[config.mk]
export PLATFORM = sky130hd
export DESIGN_NAME = traffic_phase_timer
export DESIGN_NICKNAME = d
export VERILOG_FILES = /design/src/rtl/traffic_phase_timer.sv
export SDC_FILE = /design/constraint.sdc
export NUM_CORES = 1
export LEC_CHECK = 0
export BUFFER_PORTS_ARGS = -buffer_cell sky130_fd_sc_hd__buf_2
export CORE_MARGIN = 8
export CORE_UTILIZATION = 42
export DETAILED_ROUTE_END_ITERATION = 16
export HOLD_SLACK_MARGIN = 0.12
export PLACE_DENSITY = 0.83
export SLEW_MARGIN = 20
export SYNTH_ARGS = -nofsm -noshare
export SYNTH_HDL_FRONTEND = slang
export SYNTH_SLANG_ARGS = --single-unit
[constraint.sdc]
create_clock -name clk -period 1.5 [get_ports clk]
set_input_delay 0.075 -clock clk [delete_from_list [all_inputs] [get_ports clk]]
set_output_delay 0.075 -clock clk [all_outputs]
set_load 0.1 [all_outputs]
[src/rtl/traffic_phase_timer.sv]
// Multi-phase countdown timer feeding the traffic-light decode and display logic.
// Optional per-phase extension request is enabled by defining TPT_EXTEND_EN.
module traffic_phase_timer #(
  parameter int pNUM_PHASES = 3,
  parameter int pPH_WIDTH   = 2,
  parameter int pCNT_WIDTH  = 5,
  parameter int pRST_PHASE  = 1,
  parameter int pRST_TIME   = 3,
  parameter int pEXT_PHASE  = 0,
  parameter int pEXT_TIME   = 5
) (
  input  logic                              clk,
  input  logic                              rst_n,
  input  logic                              en,
  input  logic                              auto_adv,
  input  logic                              hold,
  input  logic                              load,
  input  logic [pPH_WIDTH-1:0]              load_phase,
  input  logic [pNUM_PHASES*pCNT_WIDTH-1:0] phase_time,
`ifdef TPT_EXTEND_EN
  input  logic                              ext_req,
`endif
  output logic [pPH_WIDTH-1:0]              phase,
  output logic [pCNT_WIDTH-1:0]             cnt_out,
  output logic                              last,
  output logic                              phase_done
);

  localparam logic [pPH_WIDTH-1:0] LAST_PH = pPH_WIDTH'(pNUM_PHASES - 1);

  logic [pCNT_WIDTH-1:0] dur [pNUM_PHASES];
  logic [pPH_WIDTH-1:0]  phase_q, phase_d, nxt_phase;
  logic [pCNT_WIDTH-1:0] cnt_q, cnt_d;
  logic                  done_q, done_d;
  logic                  valid_load;

  genvar k;
  generate
    for (k = 0; k < pNUM_PHASES; k++) begin : g_dur
      assign dur[k] = phase_time[k*pCNT_WIDTH +: pCNT_WIDTH];
    end
  endgenerate

  // Out-of-range load requests behave exactly like cycles without a load.
  assign valid_load = load && (32'(load_phase) < 32'(pNUM_PHASES));
  assign nxt_phase  = (phase_q == LAST_PH) ? '0 : phase_q + 1'b1;

`ifdef TPT_EXTEND_EN
  localparam logic [pCNT_WIDTH:0] CNT_MAX = {1'b0, {pCNT_WIDTH{1'b1}}};

  logic                  ext_used_q, ext_used_d;
  logic                  ext_fire;
  logic [pCNT_WIDTH:0]   ext_sum;
  logic [pCNT_WIDTH-1:0] ext_cnt;

  assign ext_sum  = {1'b0, cnt_q} + (pCNT_WIDTH+1)'(pEXT_TIME);
  assign ext_cnt  = (ext_sum > CNT_MAX) ? {pCNT_WIDTH{1'b1}} : ext_sum[pCNT_WIDTH-1:0];
  assign ext_fire = ext_req && !ext_used_q && (phase_q == pPH_WIDTH'(pEXT_PHASE))
                    && (cnt_q != '0);
`endif

  always_comb begin
    phase_d = phase_q;
    cnt_d   = cnt_q;
    done_d  = 1'b0;
`ifdef TPT_EXTEND_EN
    ext_used_d = ext_used_q;
`endif
    if (valid_load) begin
      phase_d = load_phase;
      cnt_d   = dur[load_phase];
`ifdef TPT_EXTEND_EN
      ext_used_d = 1'b0;
`endif
    end else if (hold) begin
      phase_d = phase_q;
`ifdef TPT_EXTEND_EN
    // An extension replaces the decrement for the cycle it lands in.
    end else if (ext_fire) begin
      cnt_d      = ext_cnt;
      ext_used_d = 1'b1;
`endif
    end else if (en) begin
      if (cnt_q != '0) begin
        cnt_d = cnt_q - 1'b1;
      end else if (auto_adv) begin
        phase_d = nxt_phase;
        cnt_d   = dur[nxt_phase];
        done_d  = 1'b1;
`ifdef TPT_EXTEND_EN
        ext_used_d = 1'b0;
`endif
      end
    end
  end

  always_ff @(posedge clk or negedge rst_n) begin
    if (!rst_n) begin
      phase_q <= pPH_WIDTH'(pRST_PHASE);
      cnt_q   <= pCNT_WIDTH'(pRST_TIME);
      done_q  <= 1'b0;
`ifdef TPT_EXTEND_EN
      ext_used_q <= 1'b0;
`endif
    end else begin
      phase_q <= phase_d;
      cnt_q   <= cnt_d;
      done_q  <= done_d;
`ifdef TPT_EXTEND_EN
      ext_used_q <= ext_used_d;
`endif
    end
  end

  assign phase      = phase_q;
  assign cnt_out    = cnt_q;
  assign last       = (cnt_q == '0);
  assign phase_done = done_q;

endmodule
Yosys cells after proc, flatten, opt, wreduce, memory -nomap -nowiden
Index checks and enable logic that the tools add are counted.

storage, ports and cells
  logic and storage cells = 43
  output and inout bits = 9
  register bits = 8
  input port bits = 23

cells by class
  order comparisons = 3
  muxes and demuxes = 22
  reduce and logical (&&, ||, !) cells = 8
  add/subtract/negate cells = 2
  eq/ne operators = 3
  bitwise gates (word level) = 2

operator list
  kind                                                                     count
  5-bit two-way mux                                                        9
  5-bit binary-select mux with 2-bit select                                2
  2-bit two-way mux                                                        6
  3-bit greater-or-equal comparator, second input constant                 2
  2-bit NOT with 3-bit output                                              2
  5-bit zero test                                                          1
  1-bit two-way mux                                                        5
  5-bit nonzero test                                                       1
  5-bit by 1-bit subtractor with 5-bit output, second input constant       1
  4-bit AND reduction                                                      1
  2-bit nonzero test                                                       2
  3-bit AND reduction                                                      1
  3-bit nonzero test                                                       1
  2-bit by 1-bit adder with 2-bit output, second input constant            1
  2-bit equality test, second input constant                               1
  2-bit < comparator, second input constant                                1
  2-bit by 1-bit inequality test with 1-bit output, second input constant  1
  2-bit inequality test, second input constant                             1
  1-bit logical AND                                                        1

Depth between registers and ports, before layout
  word-level depth = 11
  gate-level depth with buffers = 7
  mapped depth without buffers = 7

Worst setup path after synthesis
OpenSTA, ideal clock, no wires.

  path type = register -> register
  start = register cnt_q[2] (netlist: cnt_out[2])
  end = register phase_q[1] (netlist: phase[1])
  data arrival time = 2.980 ns
  setup slack = -1.601 ns
  cell stages (with the launch flop) = 7
  data required time = 1.379 ns
  path buffers = 1
  clock period less this slack = 3.101 ns
  setup time = 0.121 ns
  cells stage by stage = dfrtp_1 buf_6 nor4b_4 nand3_2 nand2_1 o21ai_0 a22o_1

on the way
  cells in the longest elaborated chain, start to end = 3

ends and longest elaborated chain
  item                             line  source
  from (decl)                      33    logic [pCNT_WIDTH-1:0] cnt_q, cnt_d;
  from (signal assigned)           100   cnt_q <= pCNT_WIDTH'(pRST_TIME);
  from (signal assigned)           107   cnt_q <= cnt_d;
  5-bit nonzero test               84    if (cnt_q != '0) begin
  2-bit inequality test (no line)  n/a
  4-bit AND reduction (no line)    n/a
  to (signal assigned)             99    phase_q <= pPH_WIDTH'(pRST_PHASE);
  to (signal assigned)             106   phase_q <= phase_d;
  to (decl)                        32    logic [pPH_WIDTH-1:0] phase_q, phase_d, nxt_phase;

Every way passes these cells.
A chain may end at the register's enable or synchronous reset.

Worst setup path after layout
  start = register cnt_q[1] (netlist: cnt_out[1])
  end = register phase_q[1] (netlist: phase[1])

The elaborated chain is that of the path after synthesis.

==> metrics.txt <==
CP startpoint kind=register; ys async rst share=between 90% and 100%; Post-synth EDFFs=0; FP Rows=15; die area=about 3600 µm²; synth unique cells=35; final antenna-violating net count=0; worst-path fanout max=5; Tmin final=between 1.5 and 2 ns; Fillers=around 150; Avg Inst Size Synth=8.40 µm²; via count=a little over 900; Max Fclk=~0.54 GHz; Worst Setup EP=phase[1]$_DFFE_PN0P_; DR WL met3=212 µm; GRT Resource Usage Total=between 15 and 20%; per-cell routed wire length=about 16 µm; Worst slew margin=67.3%; pin count of the biggest net entering global routing=13; vias in the first global route=slightly below 1,000; CP Class=reg -> reg; CTS root buf=clkbuf_4; Buffers on Ports=31; Worst path slowest cell=dfstp_4; first-pass iteration count of the detailed router=4; reg2reg path depth=9; power per cell area=about 1100 nW/µm²; top cell type's share of synthesized area=around 16%; Die Span Y=a little under 60 µm; max incr delay on CP=0.47 ns; MaxCap Viol Count=0; total CTS buffers=3; Slew @ Worst Pin=0.494 ns; H-tree depth=1; area of the multi-input gates=between 500 and 600 µm²; worst min-delay path class=in -> reg; Fin Setup TNS=-2.57 ns; Setup-failing EPs final=9; VDD IR-drop max=between 0.001 and 0.0015 V; GPL Wtd Cong=between 0.9 and 1; diode count=0; Warnings, synthesis=0; Clk pin slew, worst setup/hold paths=0.06 ns; worst r2r dst=phase[1]$_DFFE_PN0P_; RR Startpoint=cnt_out[1]$_DFFE_PN1P_; CP arrival=between 2 and 2.5 ns; grt total ovfl=0; Initial Utilization=a little under half; DR iter-0 viols=13; fin crit share=124%; status=finished with violations; Worst-Skew Late Latency=around 0.27 ns; worst hold start=load_phase[0]; core region area=roughly 1800 µm²; Util after Layout=a little under three quarters; first-pass GRT wire length=4360 µm; Reg area=~220 µm²; CTS tree=built; crit path buf inv count=3; syn_nets=~120; dominant synthesized flop cell=dfrtp_1; clk_skew=0.00258 ns; clock sink count=8; crit path cell chain=inv_2 > ha_4 > nor4b_4 > buf_4 > buf_4 > nand3_4 > nand2_1 > o21ai_0 > a22o_1; Met2 Routed Length=about 1300 µm; total power draw=approximately 1300 µW; CP endpoint kind=register; final worst slack=-0.364 ns; top post-synthesis cells by area=dfrtp_1 (16%), mux2i_1 (10%), dfstp_2 (9.9%); r2r setup slk=-0.36 ns; initial antenna violation count=0; Synth Instances=95; WP depth=9; Total Routed Length=between 2000 and 3000 µm; vias per inst=approximately 5.5; mapped cell area=798 µm²; Die W=just under 60 µm; Detail Placement HPWL=between 2000 and 2500 µm; worst setup path startpoint=cnt_out[1]$_DFFE_PN1P_; Seq cells post-synth=8; Critical Path RT=about 1.7 ns; post-synth top area cell=dfrtp_1; layout net count=roughly 170; leakage=between 0.0005 and 0.0006 µW; Seq/Total Area, Yosys=25.5%; Worst path top cell family by delay=simple AND/OR/NAND/NOR gates; RSZ-0062 raised after global routing=yes; pre-CTS setup slack=-0.331 ns; failing checks=setup timing; Layout area overhead=58.8%; share of cells above drive strength 1=about half; Max Slew Vio Count=0; Clock Tree Buf Depth=2; Hold Violations, Final=0; WL met1=between 1000 and 1500 µm; most used cell, CP=buf_4; uppermost layer routed=met4; I/O pin cnt=32; DRC viols=0
registers in the layout, summed over array words and instances, names as in the netlist:
register / count
cnt_out: 5
phase: 2
phase_done: 1
worst register-to-register path: stages (launching register included):
cell and delay (ns):
dfstp_4 0.47, inv_2 0.07, ha_4 0.13, nor4b_4 0.32, buf_4 0.19, buf_4 0.11, nand3_4 0.08, nand2_1 0.09
o21ai_0 0.09, a22o_1 0.21
repair_timing:
item	4_1_cts	5_1_grt
resized for setup	4	7
setup endpoints to repair	9	9
hold endpoints to repair	9	0
pin swaps	4	6
hold buffers	2	0
setup buffers	2	6
Yosys cell counts (2+ instances only):
library cell  instances
dfstp_2               3
nand2_1               8
a21oi_1               5
nor2b_1               4
nand2b_1              4
o21ai_0               7
nor2_1                7
nand3b_1              2
clkbuf_1              2
inv_1                 3
mux2i_1               8
dfrtp_1               5
a22o_1                3
o211ai_1              2
buf_2                 2
o21ai_1               2
mux2_2                6
o22ai_1               4
nor3_1                2
placed cells by master, fill, tap and decap left out, types with 2 or more instances in the layout:
cell,netlist,routed
buf_2,2,27
buf_4,1,17
nand2_1,8,8
mux2i_1,8,8
nor2_1,7,7
a21oi_1,5,5
mux2_2,6,5
o21ai_1,2,5
nor2b_1,4,4
nand2b_1,4,4
o22ai_1,4,4
buf_12,0,4
o21ai_0,7,3
a22o_1,3,3
clkbuf_4,0,3
dfstp_4,0,3
dfrtp_2,0,3
buf_6,1,3
nor3_1,2,2
nand3b_1,2,2
o211ai_1,2,2
dlygate4sd3_1,0,2
per-layer routing:
layer / up-vias / track usage [%]
li1: 453 / -
met1: 428 / 17.0
met2: 42 / 26.3
met3: 11 / 6.29
met4: 0 / 10.5
met5: - / 0
layout make-up:
| type | count | area share [%] |
|---|---|---|
| repair buffers | 53 | 31.3 |
| flip-flops and latches | 8 | 17.6 |
| clock buffers | 4 | 2.07 |
| multi-input cells | 78 | 45.5 |
| well taps | 25 | 2.47 |
| inverters | 3 | 1.09 |
report_power, final:
part	switching, µW	internal (µW)	total [µW]
registers	58.9	279	338
clock network	92.1	103	195
logic	505	304	809
total	656	686	1340
metrics by stage:
stage                     area (µm²)  cells  hold slack, ns
after floorplan                  840     95          -0.221
after global placement          1140    157         -0.0722
final                           1270    171           0.136
after global routing            1270    171           0.146
after detailed placement        1140    157         -0.0676
after CTS                       1200    165           0.129
kinds of logic (layout without fill, tap and decap cells):
kind of cell,count (synthesis),after routing,share of synthesized area (%)
xor gates and xnor gates,1,1,1.10
adders and majority gates,1,1,1.57
and+or+nand+nor,33,33,24.0
muxes,14,14,18.5
buffers and inverters,9,60,5.96
AOI/OAI and AO/OA,29,29,23.4
DFF,8,8,25.5
worst min-delay path by stage:
| stage | to | cells past startpoint |
|---|---|---|
| floorplan | cnt_out[3]$_DFFE_PN0P_ | 0 |
| global placement | cnt_out[2]$_DFFE_PN0P_ | 1 |
| detailed placement | cnt_out[2]$_DFFE_PN0P_ | 1 |
| CTS | phase[0]$_DFFE_PN1P_ | 3 |
| global route | phase[0]$_DFFE_PN1P_ | 3 |
| finish | phase[0]$_DFFE_PN1P_ | 3 |
No activity file was read; power rests on OpenSTA's default activity.
